`src/rtl/miriscv_arb_pkg.sv`:
```
// Shared types and default widths for the miriscv data-port arbiter.
// Holds the arbiter state encoding, the request bundle layout and a
// helper that maps a master index onto its ownership state.
package miriscv_arb_pkg;

  localparam int ARB_ADDR_W    = 32;
  localparam int ARB_DATA_W    = 32;
  localparam int ARB_BE_W      = ARB_DATA_W / 8;
  localparam int ARB_MAX_BURST = 4;

  typedef enum logic [1:0] {
    IDLE = 2'd0,
    OWN0 = 2'd1,
    OWN1 = 2'd2
  } arb_state_t;

  // Request bundle at the default widths (the RAM-side view of one access).
  typedef struct packed {
    logic                  we;
    logic [ARB_BE_W-1:0]   be;
    logic [ARB_ADDR_W-1:0] addr;
    logic [ARB_DATA_W-1:0] wdata;
  } mem_req_t;

  // Ownership state that corresponds to granting the given master.
  function automatic arb_state_t own_state(input logic master);
    return master ? OWN1 : OWN0;
  endfunction

endpackage

```
`src/rtl/miriscv_data_arbiter.sv`:
```
// Two-master round-robin arbiter in front of the single miriscv_ram data port.
// Latency: grant and RAM strobe combinational; read data returns 1 cycle after a granted read.
// Backpressure: a master holds req until gnt; the owner may keep the port for MAX_BURST grants under contention.
module miriscv_data_arbiter
  import miriscv_arb_pkg::*;
#(
  parameter int ADDR_W    = ARB_ADDR_W,
  parameter int DATA_W    = ARB_DATA_W,
  parameter int MAX_BURST = ARB_MAX_BURST
) (
  input  logic                clk_i,
  input  logic                rst_n_i,

  input  logic                m0_req_i,
  input  logic                m0_we_i,
  input  logic [DATA_W/8-1:0] m0_be_i,
  input  logic [ADDR_W-1:0]   m0_addr_i,
  input  logic [DATA_W-1:0]   m0_wdata_i,
  output logic                m0_gnt_o,
  output logic                m0_rvalid_o,
  output logic [DATA_W-1:0]   m0_rdata_o,

  input  logic                m1_req_i,
  input  logic                m1_we_i,
  input  logic [DATA_W/8-1:0] m1_be_i,
  input  logic [ADDR_W-1:0]   m1_addr_i,
  input  logic [DATA_W-1:0]   m1_wdata_i,
  output logic                m1_gnt_o,
  output logic                m1_rvalid_o,
  output logic [DATA_W-1:0]   m1_rdata_o,

  output logic                ram_req_o,
  output logic                ram_we_o,
  output logic [DATA_W/8-1:0] ram_be_o,
  output logic [ADDR_W-1:0]   ram_addr_o,
  output logic [DATA_W-1:0]   ram_wdata_o,
  input  logic [DATA_W-1:0]   ram_rdata_i
);

  localparam int BE_W  = DATA_W / 8;
  localparam int CNT_W = $clog2(MAX_BURST) + 1;
  localparam logic [CNT_W-1:0] CNT_MAX = CNT_W'(MAX_BURST - 1);

  typedef struct packed {
    logic              we;
    logic [BE_W-1:0]   be;
    logic [ADDR_W-1:0] addr;
    logic [DATA_W-1:0] wdata;
  } port_req_t;

  arb_state_t       state, state_nxt;
  logic [CNT_W-1:0] cnt, cnt_nxt;
  logic             last, last_nxt;
  logic [1:0]       req;
  logic [1:0]       gnt;
  logic [1:0]       rvalid;
  logic             own;
  logic             pick;
  port_req_t        sel;

  assign req = {m1_req_i, m0_req_i};
  assign own = (state == OWN1);

  // Grant selection and next arbitration state from registered state and live requests.
  always_comb begin
    gnt       = 2'b00;
    state_nxt = state;
    cnt_nxt   = cnt;
    last_nxt  = last;
    pick      = 1'b0;
    case (state)
      IDLE: begin
        // On a tie the master that did not win last time goes first.
        pick = (req[0] & req[1]) ? ~last : req[1];
        if (|req) begin
          gnt[pick] = 1'b1;
          state_nxt = own_state(pick);
          cnt_nxt   = '0;
        end
      end
      OWN0, OWN1: begin
        if (req[own] && (!req[~own] || cnt < CNT_MAX)) begin
          // Owner keeps the port. The count saturates so that a long
          // uncontended run still yields as soon as the other master asks.
          gnt[own] = 1'b1;
          if (cnt < CNT_MAX) begin
            cnt_nxt = cnt + CNT_W'(1);
          end
        end else if (req[~own]) begin
          // Burst exhausted or owner went quiet: hand over with no bubble.
          gnt[~own] = 1'b1;
          state_nxt = own_state(~own);
          cnt_nxt   = '0;
        end else begin
          state_nxt = IDLE;
          cnt_nxt   = '0;
        end
      end
      default: begin
        state_nxt = IDLE;
        cnt_nxt   = '0;
      end
    endcase
    if (gnt[0]) begin
      last_nxt = 1'b0;
    end else if (gnt[1]) begin
      last_nxt = 1'b1;
    end
  end

  // Arbitration state register; reset makes M0 the winner of the first tie.
  always_ff @(posedge clk_i or negedge rst_n_i) begin
    if (!rst_n_i) begin
      state <= IDLE;
      cnt   <= '0;
      last  <= 1'b1;
    end else begin
      state <= state_nxt;
      cnt   <= cnt_nxt;
      last  <= last_nxt;
    end
  end

  // Remember which master owns the read data coming back next cycle.
  always_ff @(posedge clk_i or negedge rst_n_i) begin
    if (!rst_n_i) begin
      rvalid <= 2'b00;
    end else begin
      rvalid[0] <= gnt[0] & ~m0_we_i;
      rvalid[1] <= gnt[1] & ~m1_we_i;
    end
  end

  // RAM-side mux: fields of the granted master, all zero when nobody is granted.
  always_comb begin
    sel = '0;
    if (gnt[0]) begin
      sel = '{we: m0_we_i, be: m0_be_i, addr: m0_addr_i, wdata: m0_wdata_i};
    end else if (gnt[1]) begin
      sel = '{we: m1_we_i, be: m1_be_i, addr: m1_addr_i, wdata: m1_wdata_i};
    end
  end

  assign m0_gnt_o    = gnt[0];
  assign m1_gnt_o    = gnt[1];
  assign ram_req_o   = gnt[0] | gnt[1];
  assign ram_we_o    = sel.we;
  assign ram_be_o    = sel.be;
  assign ram_addr_o  = sel.addr;
  assign ram_wdata_o = sel.wdata;

  assign m0_rvalid_o = rvalid[0];
  assign m1_rvalid_o = rvalid[1];
  assign m0_rdata_o  = rvalid[0] ? ram_rdata_i : '0;
  assign m1_rdata_o  = rvalid[1] ? ram_rdata_i : '0;

endmodule
```
`config.mk`:
```
export PLATFORM = sky130hd
export DESIGN_NAME = miriscv_data_arbiter
export DESIGN_NICKNAME = d
export VERILOG_FILES = /design/src/rtl/miriscv_arb_pkg.sv /design/src/rtl/miriscv_data_arbiter.sv
export SDC_FILE = /design/constraint.sdc
export NUM_CORES = 1
export LEC_CHECK = 0
export ABC_AREA = 1
export BUFFER_PORTS_ARGS = -buffer_cell sky130_fd_sc_hd__buf_2
export CORE_AREA = 10 10 112 114
export DETAILED_ROUTE_END_ITERATION = 16
export DIE_AREA = 0 0 122 124
export PLACE_DENSITY = 0.65
export SLEW_MARGIN = 20
export SYNTH_ARGS = -nofsm -noshare
export SYNTH_HDL_FRONTEND = slang
export SYNTH_SLANG_ARGS = --single-unit
```
`constraint.sdc`:
```
create_clock -name clk_i -period 2.3 [get_ports clk_i]
set_input_delay 0.115 -clock clk_i [delete_from_list [all_inputs] [get_ports clk_i]]
set_output_delay 0.115 -clock clk_i [all_outputs]
set_load 0.05 [all_outputs]
```
==> impl_metrics.json <==
{
  "port_buffers": 311,
  "cp-end-kind": "primary output",
  "ys_ff_latch": 8,
  "first_pass_iters": 4,
  "cts_root_buf": "clkbuf_8",
  "cp_max_fo": 7,
  "critical_path.top_delay_family": "simple AND/OR/NAND/NOR gates",
  "antenna_found_initial": 0,
  "core_region_area_mm2": 0.0102,
  "placed_cells": 1015,
  "status": "complete, no violations",
  "routed_via_density": 4.27,
  "mostFrequentLayoutCell": "buf_2",
  "start_util_pct": 26.0,
  "drt_iter0_drc": 253,
  "area_growth_syn_to_layout_pct": 104,
  "drive_gt1_share_pct": 45.1,
  "io_pins": 312,
  "slowest_stage": "dfrtp_1",
  "hold_path_end": "rvalid[1]",
  "crit_required_ns": 2.18,
  "synth_area_mm2": 0.00266,
  "ir_drop_mv": 1.55,
  "overflow": 0,
  "synth_top_area_share_pct": 32.2,
  "yosysSeqAreaShare_pct": 7.58,
  "p_total_mw": 11.4,
  "worstMarginPinSlew_ns": 0.350,
  "hold_path.class": "in -> reg",
  "cts-htree-levels": 1,
  "fin_crit_sh_pct": 99.2,
  "wirelength_mm": 16.3,
  "critPathMaxStageDelay_ns": 0.38,
  "path_common_cell": "nand2_2",
  "layout_common_cells": "240 x buf_2, 202 x nand2_1, 144 x inv_1",
  "critPathArrivalTime_ns": 2.17,
  "setup_viol": 0,
  "finalNetCount": 1083,
  "cts.path.max_buffers": 2,
  "fp-row-count": 37,
  "skew_ns": 0.00387,
  "r2r_cells": 14,
  "rr_startpoint": "state[0]",
  "power_density_mw_per_mm2": 2100,
  "cts_tree": "done",
  "ant_nets": 0,
  "dpl.hpwl_mm": 12.2,
  "cts_sinks": 8,
  "timing.fmax_mhz": 438,
  "synth_nets": 766,
  "rr_endpoint": "last",
  "grt_pass1_wl_mm": 21.6,
  "whs_path_depth": 2,
  "drv_slew": 0,
  "leakage_nw": 3.91,
  "final_cell_count_no_fill": 1040,
  "worst-path-buf-inv": 5,
  "grt_max_degree": 47,
  "critical_path_class": "reg -> out",
  "drc": 0,
  "grt_pass1_vias": 4145,
  "reg2reg_slack_ns": 0.51,
  "die-area_mm2": 0.0151,
  "rsz0062_at_grt": "true",
  "clock_latency_ns": 0.23,
  "cts_made_buffers": 3,
  "gp_congestion": 0.916,
  "start_kind": "flip-flop",
  "synth.area.top_cells": "nand2_1 32%, inv_1 21%, nand3_1 12%",
  "worstPathCellList": "inv_2 > ha_4 > inv_2 > nand2_2 > nand2_2 > nand2_2 > nand2_2 > o21ai_1 > nand2_1 > nand2_4 > buf_6 > clkbuf_16 > nand3_1 > nand2_1 > buf_6",
  "grt.total_usage_pct": 17.5,
  "dr_total_vias": 4445,
  "fillCellCount": 1071,
  "antennaDiodeCount": 0,
  "yosys.cell_types.count": 22,
  "syn_inst": 588,
  "cts.clk_slew.worst_paths_ns": 0.05,
  "avgSynthCellArea_um2": 4.52,
  "fp.dieW_um": 122,
  "maxCapViolations": 0,
  "die_y_um": 124,
  "yosys_warnings": 0,
  "post_drt_wl_per_cell_um": 15.7,
  "min_period_ns": 2.28,
  "synth_area_leader_cell": "nand2_1",
  "hp-start": "m1_we_i",
  "slew_headroom_pct": 76.6,
  "hold_viol_final": 0
}
cells in the mapped netlist:
| cell | n |
|---|---|
| nand2_4 | 2 |
| dfstp_2 | 1 |
| nand3_2 | 10 |
| nand2_2 | 3 |
| or2_2 | 1 |
| buf_4 | 7 |
| o21ai_0 | 3 |
| buf_8 | 1 |
| inv_2 | 4 |
| a21oi_1 | 4 |
| nand3b_1 | 1 |
| nand2_1 | 228 |
| ha_1 | 4 |
| buf_1 | 1 |
| nor2_1 | 74 |
| buf_6 | 1 |
| buf_2 | 12 |
| inv_1 | 146 |
| nand3_1 | 64 |
| dfrtp_1 | 7 |
| o21ai_1 | 2 |
| clkbuf_1 | 12 |
flip-flops by register name, indices dropped and copies added (netlist names):
name	count
cnt	3
rvalid	2
state	2
last	1
worst register-to-register path, cell delays in order, from the launching register on:
cell     delay, ns
dfrtp_1       0.38
inv_2         0.09
ha_4          0.17
inv_2         0.05
nand2_2       0.07
nand2_2       0.05
nand2_2       0.07
nand2_2       0.06
o21ai_1       0.12
nand2_1       0.10
nand2_4       0.14
nand2_8       0.14
buf_4         0.19
nand2_1       0.07
inv_2         0.03
how the worst max path moves through the flow:
stage / from / to / cells past startpoint
after detailed placement: state[0] / ram_addr_o[20] / 16
after global routing: state[0] / ram_wdata_o[4] / 15
after floorplan: state[0] / ram_addr_o[11] / 14
final: state[0] / ram_wdata_o[3] / 15
after CTS: state[0] / ram_addr_o[20] / 16
after global placement: state[0] / ram_addr_o[20] / 16
cells by family after synthesis:
kind of cell / after synthesis / share of synthesized area, %
and+or+nand+nor: 383 / 60.6
buffers and inverters: 184 / 28.3
AOI/OAI and AO/OA: 9 / 1.70
DFF: 8 / 7.58
adders and majority gates: 4 / 1.88
layout make-up:
class | count | area [um^2] | share of cell area [%]
clock buffers | 4 | 45.0 | 0.832
inverters | 150 | 563 | 10.4
well taps | 136 | 170 | 3.14
flip-flops and latches | 8 | 201 | 3.72
repair buffers | 346 | 2590 | 47.8
multi-input cells | 396 | 1850 | 34.1
through the flow:
step / util (%) / setup WS [ns] / TNS, ns / area [um^2] / hold WS (ns)
after floorplan: - / 0.242 / 0 / 2660 / -0.181
after global placement: 43.0 / 0.0772 / 0 / 4400 / -0.0254
after detailed placement: 43.0 / 0.0427 / 0 / 4400 / -0.0265
after CTS: 47.0 / -0.0154 / -0.0289 / 4810 / 0.0439
after global routing: 52.9 / -0.103 / -5.21 / 5410 / 0.0621
final: 52.9 / 0.0185 / 0 / 5410 / 0.0473
power by group:
group,total (mW),internal [mW],switching (mW)
registers,0.226,0.196,0.0305
clock network,0.181,0.121,0.0605
logic,11.0,3.80,7.15
total,11.4,4.12,7.24
routing by layer:
metal | vias up | part of all wire [%] | track usage [%]
li1 | 2305 | - | -
met4 | 0 | 0.78 | 2.01
met5 | - | 0 | 0
met3 | 8 | 13 | 9.14
met1 | 1914 | 35 | 17.4
met2 | 218 | 52 | 32.6
repair_timing:
item                                   4_1_cts  5_1_grt
hold buffers                                 1        0
setup buffers                                1        8
pin swaps                                    2       25
cloned                                       1       10
endpoints found under the hold margin        8        0
setup endpoints to repair                   71       71
resized for setup                          105       95
(Power assumes the default switching activity.)
